<file path="config.mk">
export PLATFORM = sky130hd
export DESIGN_NAME = uart_tx_arbiter
export DESIGN_NICKNAME = d
export VERILOG_FILES = /design/src/rtl/uart_arb_pkg.sv /design/src/rtl/uart_tx_arbiter_rr_picker.sv /design/src/rtl/uart_tx_arbiter.sv
export SDC_FILE = /design/constraint.sdc
export NUM_CORES = 1
export LEC_CHECK = 0
export CORE_MARGIN = 1.5
export CORE_UTILIZATION = 37
export DETAILED_ROUTE_END_ITERATION = 10
export GPL_ROUTABILITY_DRIVEN = 0
export PLACE_DENSITY = 0.88
export SLEW_MARGIN = 5
export SYNTH_ARGS = -nofsm -noshare
export SYNTH_HDL_FRONTEND = slang
export SYNTH_SLANG_ARGS = --single-unit
</file>
<file path="constraint.sdc">
create_clock -name clock -period 2.7 [get_ports clock]
set_input_delay 0.675 -clock clock [delete_from_list [all_inputs] [get_ports clock]]
set_output_delay 0.675 -clock clock [all_outputs]
set_load 0.01 [all_outputs]
</file>
<file path="src/rtl/uart_arb_pkg.sv">
// -----------------------------------------------------------------------------
// uart_arb_pkg
// Shared definitions for the UART TX buffer arbiter:
//   arb_state_t  - arbiter state (IDLE / XFER)
//   gid_width()  - width of a requester index, never less than one bit
// -----------------------------------------------------------------------------
package uart_arb_pkg;

    typedef enum logic {
        IDLE = 1'b0,
        XFER = 1'b1
    } arb_state_t;

    function automatic int gid_width(input int n);
        return (n <= 2) ? 1 : $clog2(n);
    endfunction

endpackage

</file>
<file path="src/rtl/uart_tx_arbiter_rr_picker.sv">
// -----------------------------------------------------------------------------
// rr_picker
// Combinational round-robin selector. It searches the request vector starting
// at ptr+1 and wrapping around, so the requester at ptr ranks lowest.
// Ports:
//   req   [NUM_REQ-1:0] request vector
//   ptr   [GID_W-1:0]   index of the most recently served requester
//   found               at least one request is set
//   index [GID_W-1:0]   winning requester (0 when nothing is found)
// -----------------------------------------------------------------------------
module rr_picker
    import uart_arb_pkg::*;
#(
    parameter  int NUM_REQ = 4,
    localparam int GID_W   = gid_width(NUM_REQ)
) (
    input  logic [NUM_REQ-1:0] req,
    input  logic [GID_W-1:0]   ptr,
    output logic               found,
    output logic [GID_W-1:0]   index
);

    localparam logic [GID_W:0] NUM_REQ_W = (GID_W+1)'(NUM_REQ);

    // rot[k] is the request that sits k+1 places after ptr; cand[k] is its index.
    logic [NUM_REQ-1:0] rot;
    logic [GID_W-1:0]   cand [NUM_REQ];

    generate
        for (genvar gi = 0; gi < NUM_REQ; gi++) begin : g_rot
            logic [GID_W:0] sum;
            // ptr < NUM_REQ and gi+1 <= NUM_REQ, so one conditional subtract wraps it.
            assign sum      = {1'b0, ptr} + (GID_W+1)'(gi + 1);
            assign cand[gi] = (sum >= NUM_REQ_W) ? GID_W'(sum - NUM_REQ_W) : sum[GID_W-1:0];
            assign rot[gi]  = req[cand[gi]];
        end
    endgenerate

    // Lowest rotated position wins.
    always_comb begin
        found = 1'b0;
        index = '0;
        for (int k = NUM_REQ - 1; k >= 0; k--) begin
            if (rot[k]) begin
                found = 1'b1;
                index = cand[k];
            end
        end
    end

endmodule

</file>
<file path="src/rtl/uart_tx_arbiter.sv">
// -----------------------------------------------------------------------------
// uart_tx_arbiter
// Shares the single UART TX word buffer among NUM_REQ requesters. One requester
// is granted at a time, round-robin, and its words are streamed straight into
// the buffer write port. A grant ends on a word flagged last, on reaching
// MAX_BURST words, or when the granted requester stays idle for STALL_LIMIT
// cycles. Every release is followed by one IDLE cycle before the next grant.
//
// Optional feature: define UART_ARB_PRIO_EN to make requester 0 win every
// arbitration it takes part in (without moving the round-robin pointer).
//
// Ports:
//   clock, reset           clock and synchronous active-high reset
//   req_valid/last [N]     per-requester handshake
//   req_data [N*W]         packed words, requester i at [i*W +: W]
//   req_ready [N]          accept, one-hot or zero
//   buf_full               TX buffer full flag
//   buf_wr, buf_data       TX buffer write strobe and data
//   grant_id               current or last granted requester
//   busy                   high while a grant is active
// -----------------------------------------------------------------------------
module uart_tx_arbiter
    import uart_arb_pkg::*;
#(
    parameter  int NUM_REQ     = 4,
    parameter  int WORD_SIZE   = 32,
    parameter  int MAX_BURST   = 16,
    parameter  int STALL_LIMIT = 255,
    localparam int GID_W       = gid_width(NUM_REQ)
) (
    input  logic                         clock,
    input  logic                         reset,
    input  logic [NUM_REQ-1:0]           req_valid,
    input  logic [NUM_REQ-1:0]           req_last,
    input  logic [NUM_REQ*WORD_SIZE-1:0] req_data,
    output logic [NUM_REQ-1:0]           req_ready,
    input  logic                         buf_full,
    output logic                         buf_wr,
    output logic [WORD_SIZE-1:0]         buf_data,
    output logic [GID_W-1:0]             grant_id,
    output logic                         busy
);

    arb_state_t       state_reg, state_next;
    logic [GID_W-1:0] rr_ptr_reg, rr_ptr_next;
    logic [GID_W-1:0] grant_id_reg, grant_id_next;
    logic [7:0]       burst_cnt_reg, burst_cnt_next;
    logic [15:0]      stall_cnt_reg, stall_cnt_next;

    logic [WORD_SIZE-1:0] word_arr [NUM_REQ];
    logic                 pick_found;
    logic [GID_W-1:0]     pick_idx;
    logic                 in_xfer, g_valid, g_last, xfer;
    logic                 burst_done, stall_done, prio_hit;

    rr_picker #(.NUM_REQ(NUM_REQ)) u_picker (
        .req   (req_valid),
        .ptr   (rr_ptr_reg),
        .found (pick_found),
        .index (pick_idx)
    );

    // Reset gates the strobes so a word offered in the reset cycle is not taken.
    assign in_xfer = (state_reg == XFER) && !reset;
    assign g_valid = req_valid[grant_id_reg];
    assign g_last  = req_last[grant_id_reg];
    assign xfer    = in_xfer && g_valid && !buf_full;

    generate
        for (genvar gi = 0; gi < NUM_REQ; gi++) begin : g_req
            assign word_arr[gi]  = req_data[gi*WORD_SIZE +: WORD_SIZE];
            assign req_ready[gi] = in_xfer && !buf_full && (grant_id_reg == GID_W'(gi));
        end
    endgenerate

    assign buf_wr   = xfer;
    assign buf_data = word_arr[grant_id_reg];
    assign grant_id = grant_id_reg;
    assign busy     = (state_reg == XFER);

    assign burst_done = ({1'b0, burst_cnt_reg} + 9'd1) == 9'(MAX_BURST);
    // stall_cnt saturates at STALL_LIMIT-1, so a requester that goes idle after
    // a long buf_full stall is released on the next edge instead of never.
    assign stall_done = ({1'b0, stall_cnt_reg} + 17'd1) == 17'(STALL_LIMIT);

`ifdef UART_ARB_PRIO_EN
    assign prio_hit = req_valid[0];
`else
    assign prio_hit = 1'b0;
`endif

    always_comb begin
        state_next     = state_reg;
        rr_ptr_next    = rr_ptr_reg;
        grant_id_next  = grant_id_reg;
        burst_cnt_next = burst_cnt_reg;
        stall_cnt_next = stall_cnt_reg;
        case (state_reg)
            IDLE: begin
                if (prio_hit) begin
                    // Priority grant leaves the round-robin order untouched.
                    grant_id_next  = '0;
                    burst_cnt_next = '0;
                    stall_cnt_next = '0;
                    state_next     = XFER;
                end else if (pick_found) begin
                    grant_id_next  = pick_idx;
                    rr_ptr_next    = pick_idx;
                    burst_cnt_next = '0;
                    stall_cnt_next = '0;
                    state_next     = XFER;
                end
            end
            XFER: begin
                if (xfer) begin
                    burst_cnt_next = burst_cnt_reg + 8'd1;
                    stall_cnt_next = '0;
                    if (g_last || burst_done) begin
                        state_next = IDLE;
                    end
                end else begin
                    if (!stall_done) begin
                        stall_cnt_next = stall_cnt_reg + 16'd1;
                    end
                    // Back-pressure alone never releases a valid requester.
                    if (!g_valid && stall_done) begin
                        state_next = IDLE;
                    end
                end
            end
            default: state_next = IDLE;
        endcase
    end

    always_ff @(posedge clock) begin
        if (reset) begin
            state_reg     <= IDLE;
            rr_ptr_reg    <= GID_W'(NUM_REQ - 1);
            grant_id_reg  <= '0;
            burst_cnt_reg <= '0;
            stall_cnt_reg <= '0;
        end else begin
            state_reg     <= state_next;
            rr_ptr_reg    <= rr_ptr_next;
            grant_id_reg  <= grant_id_next;
            burst_cnt_reg <= burst_cnt_next;
            stall_cnt_reg <= stall_cnt_next;
        end
    end

endmodule

</file>
# Word-level counts from Yosys, hierarchy flattened

Index checks and enable logic that the tools add are counted.

Add/subtract/negate cells: 12
Order comparisons: 10
Equal/unequal tests: 8
Mux-type cells: 39
Bitwise gates (word level): 2
Reduce and logical (&&, ||, !) cells: 17

Operators with widths:

| operator                                                                      | count |
|---|---|
| 32-bit binary-select mux with 2-bit select                                    | 1 |
| 32-bit 2-to-1 mux                                                             | 2 |
| 16-bit 2-to-1 mux                                                             | 3 |
| 16-bit case mux with 2 select lines                                           | 1 |
| 16-bit by 1-bit adder with 17-bit output (second input constant)              | 1 |
| 17-bit by 8-bit == test with 1-bit output (second input constant)             | 1 |
| 16-bit by 1-bit adder with 16-bit output (second input constant)              | 1 |
| 2-bit 2-to-1 mux                                                              | 8 |
| 8-bit 2-to-1 mux                                                              | 2 |
| 8-bit case mux with 2 select lines                                            | 1 |
| 3-bit >= comparator (second input constant)                                   | 5 |
| 2-bit by 3-bit less-than comparator with 1-bit output (second input constant) | 5 |
| 1-bit 2-to-1 mux                                                              | 14 |
| 1-bit binary-select mux with 2-bit select                                     | 6 |
| 8-bit by 1-bit adder with 9-bit output (second input constant)                | 1 |
| 9-bit by 5-bit == test with 1-bit output (second input constant)              | 1 |
| 1-bit logical AND                                                             | 9 |
| 8-bit by 1-bit adder with 8-bit output (second input constant)                | 1 |
| 2-bit by 1-bit subtractor with 2-bit output (second input constant)           | 4 |
| 2-bit by 2-bit adder with 3-bit output (second input constant)                | 2 |
| 2-bit AND reduction                                                           | 3 |
| 2-bit == test (second input constant)                                         | 2 |
| 2-bit != test (second input constant)                                         | 2 |
| 2-bit by 1-bit adder with 3-bit output (second input constant)                | 1 |
| other kinds (9)                                                               | 11 |

Register bits: 29
Output and inout bits: 40
Word-level logic and storage cells: 93

# Depth between registers and ports, before layout

Depth after elaboration: 11
Gate-level depth with buffers: 8
Mapped depth without buffers: 7

# By module

From an unflattened synthesis, not the netlist that was laid out.

Cells, all modules: 283
Area, all modules: 2586.2 µm²

Modules (own cells, without submodules):

| module          | times used | cells an instance | area an instance (µm²) | sequential area each (µm²) |
|---|---|---|---|---|
| uart_tx_arbiter | 1          | 269               | 2494.9                 | 580.6 |
| rr_picker       | 1          | 14                | 91.3                   | 0.0 |

# Worst setup path before layout

OpenSTA, ideal clock, no wires.

Path kind: flip-flop to output port
Start point: register grant_id_reg[0], in the netlist grant_id[0]
End point: output buf_data[10]
Arrival: 1.825 ns
Required time: 2.025 ns
Setup slack: 0.200 ns
Cell stages (with the launch flop): 4
Path buffers: 2
Path through: dfxtp_1 buf_1 buf_2 mux4_2

Longest elaborated chain between the ends: 4

Ends and longest elaborated chain:

| what                                                   | RTL line               | text |
|---|---|---|
| start: declaration                                     | uart_tx_arbiter.sv:46  | `logic [GID_W-1:0] grant_id_reg, grant_id_next;` |
| start signal: assignment                               | uart_tx_arbiter.sv:145 | `grant_id_reg <= grant_id_next;` |
| 2-bit inverter with 3-bit output (not written as such) | uart_tx_arbiter.sv:77  | `assign buf_data = word_arr[grant_id_reg];` |
| 32-bit binary-select mux with 2-bit select             | uart_tx_arbiter.sv:77  |  |
| 32-bit 2-to-1 mux (not written as such) (2 in a row)   | uart_tx_arbiter.sv:77  |  |
| end: declaration                                       | uart_tx_arbiter.sv:39  | `output logic [WORD_SIZE-1:0] buf_data,` |

Every way passes these cells. The select of a mux whose other input is x is not followed.

# Final worst setup path

Start point: input req_data[99]
End point: output buf_data[3]

Longest elaborated chain between the ends: 3

Ends and longest elaborated chain:

| what                                                 | RTL line              | text |
|---|---|---|
| start: declaration                                   | uart_tx_arbiter.sv:35 | `input logic [NUM_REQ*WORD_SIZE-1:0] req_data,` |
| 32-bit binary-select mux with 2-bit select           | uart_tx_arbiter.sv:77 |  |
| 32-bit 2-to-1 mux (not written as such) (2 in a row) | uart_tx_arbiter.sv:77 |  |

Every way passes these cells. The select of a mux whose other input is x is not followed.

==> flow_metrics.tcl <==
set metrics [dict create \
    async_flop_share_pct 0 \
    p_int_mw 1.29 \
    p_leak_nw 1.80 \
    yosysTopAreaCell "mux4_2" \
    clk_pin_slew_worst_paths_ps 70 \
    worstPathCellList "clkdlybuf4s50_1, mux4_2, dlygate4sd2_1" \
    r2r_cells 8 \
    required_ps 2030 \
    portBuffers 178 \
    finalWirelength_um 11500 \
    yosysMostFrequentCell "mux4_2" \
    dr.pass1.iters 5 \
    grt_pass1_wl_um 16800 \
    reg2reg_to "stall_cnt_reg[10]" \
    crit_type "in2out" \
    maxCapViolCount 0 \
    report.final.slew_viol_count 0 \
    cp.arrival_ps 1990 \
    max-vdd-ir-drop_mv 0.356 \
    grt_pass1_vias 3078 \
    largest_reg_flops 16 \
    core.rowCount 30 \
    die_h_um 87.9 \
    drive_above_1_share_pct 19.0 \
    rrSetupSlack_ps 220 \
    holdPathEnd "burst_cnt_reg[6]" \
    synthDistinctLibCells 59 \
    power.total_mw 1.81 \
    wl_per_cell_um 20.3 \
    outcome "complete, no violations" \
    area_growth_pct 79.5 \
    top_level_ports 179 \
    slowest_delay_ps 540 \
    synth_cells 282 \
    dp_cells 560 \
    synth_seq_area_share_pct 21.8 \
    finalCritPeriodShare_pct 98.6 \
    cts_htree_levels 2 \
    rsz0062_at_grt "false" \
    synth_area_um2 2670 \
    start_kind "primary input" \
    slew_headroom_pct 58.3 \
    period_minus_slack_ps 2660 \
    viasPerCell 5.68 \
    initial_core_util_pct 38.8 \
    timing.hold.ws_ps 502 \
    cts-buffers-inserted 5 \
    grt_util_all_layers_pct 29.2 \
    vias 3232 \
    worst_pin_slew_ps 610 \
    synth_area_leaders "mux4_2 (29%), dfxtp_1 (22%), nor2_1 (4.4%)" \
    yosys.area.top_type_share_pct 28.7 \
    p_seq_share_pct 27.4 \
    crit_fanout 1 \
    nets 614 \
    syn_avg_cell_area_um2 9.45 \
    power_switching_mw 0.519 \
    clock_skew_ps 5.87 \
    dp_hpwl_um 9710 \
    worstSkewPairLatency_ps 290 \
    fillers 534 \
    fmax_mhz 376 \
    grt_start_max_net_pins 35 \
    cpMaxStageDelayCell "mux4_2" \
    antenna_left 0 \
    tritoncts "yes" \
    ys_top_cells_by_count "mux4_2 (34), nor2_1 (31), dfxtp_1 (29)" \
    die-width_um 87.9 \
    ys.flop_type "dfxtp_1" \
    dieArea_um2 7720 \
    clockBufferDepth 2 \
    fin_cells 569 \
    cts_root_buf "clkbuf_8" \
    synth-seq-cells 29 \
    finalHoldViolCount 0 \
    p_sw_share_pct 28.7 \
    drcViolationCount 0 \
    drtIter0Drc 209 \
    yosysWarnings 0 \
    end_kind "output port" \
    min_path_cells 1 \
    hold_path.class "reg2reg" \
    power_frac_comb_pct 41.9 \
    clock_sinks 29 \
    synth_edf_count 0 \
    p_clk_share_pct 30.7 \
    antenna_found_initial 0 \
    antenna_cells 0 \
    hold_buffers 0 \
    coreArea_um2 6870 \
    hp-start "burst_cnt_reg[6]" \
    power.density_nw_per_um2 377 \
    setup_viol 0 \
    r2r_start "stall_cnt_reg[1]" \
    overflow 0 \
    synth_fp_nets 424 \
]
critical path: cells and delay by family:
| kind | cells | cell delay, ps |
|---|---|---|
| buffers and inverters | 2 | 770 |
| multiplexers | 1 | 540 |
final cells by class:
type | count | area [um2] | area share (%)
Clock buffer | 5 | 68.8 | 1.44
Clock inverter | 3 | 65.1 | 1.36
Inverter | 8 | 30.0 | 0.627
Multi-Input combinational cell | 225 | 1960 | 41.0
Sequential cell | 29 | 583 | 12.2
Tap cell | 96 | 120 | 2.51
Timing Repair Buffer | 203 | 1960 | 40.9
cell usage in the layout, fill, tap and decap left out, drive strengths merged, types with 3 or more instances in the layout:
cell type        n
a211oi           3
a21oi           17
a31oi            6
and3             5
buf             26
clkbuf           6
clkdlybuf4s50  141
dfxtp           29
dlygate4sd2     33
ha               3
inv              8
mux4            34
nand2           18
nand3           13
nand3b           5
nand4            5
nor2            31
nor2b            3
nor3            12
nor3b            3
o21ai           18
o31ai            4
or3              6
xnor2            3
timing repair:
action / in CTS / in global routing
pin swaps: 1 / 1
resized for setup: 39 / 6
setup endpoints to repair: 36 / 4
cloned: 0 / 0
buffers inserted: 1 / 0
stage by stage:
stage | area [um2] | util [%] | TNS [ps] | setup slack, ps
5_1_grt | 4790 | 69.7 | 0 | 17.0
2_1_floorplan | 2670 | - | 0 | 200
3_5_place_dp | 4690 | 68.3 | -4370 | -367
6_report | 4790 | 69.7 | 0 | 37.8
3_3_place_gp | 4690 | 68.3 | -3160 | -252
4_1_cts | 4790 | 69.8 | 0 | 5.87
cells by family (layout without fill, tap and decap cells):
kind of cell             count (synthesis)  in the layout  synth area share, %
XOR/XNOR                                 4              4                 1.31
flip-flops                              29             29                 21.8
multiplexers                            34             34                 28.7
AND/OR/NAND/NOR                        112            112                 23.3
buffers and inverters                   28            219                 4.83
AO/OA/AOI/OAI                           72             72                 18.7
adder cells (fa/ha/maj)                  3              3                 1.41
power by group through the flow:
stage	clock, mW	combinational (mW)	sequential [mW]
floorplan	0	0.350	0.491
global placement	0	0.796	0.502
detailed placement	0	0.810	0.505
CTS	0.558	0.759	0.494
global route	0.579	0.806	0.500
finish	0.554	0.756	0.495
routing by layer:
layer  vias to the layer above  part of all wire, %  track usage, %
met4                         0                  2.2            8.23
met5                         -                    0               0
met1                      1557                   37            35.7
li1                       1489                    -               -
met3                        19                   11            9.71
met2                       167                   50            49.1
how the worst max path moves through the flow:
stage | slack [ps] | end | cells after the start | from
after floorplan | 200 | buf_data[10] | 3 | grant_id[0]
after global placement | -250 | buf_wr | 6 | reset
after detailed placement | -370 | req_ready[0] | 5 | reset
after CTS | 6 | buf_data[9] | 3 | req_data[73]
after global routing | 20 | buf_data[3] | 3 | req_data[99]
final | 40 | buf_data[3] | 3 | req_data[99]
No activity file was read; power rests on OpenSTA's default activity.
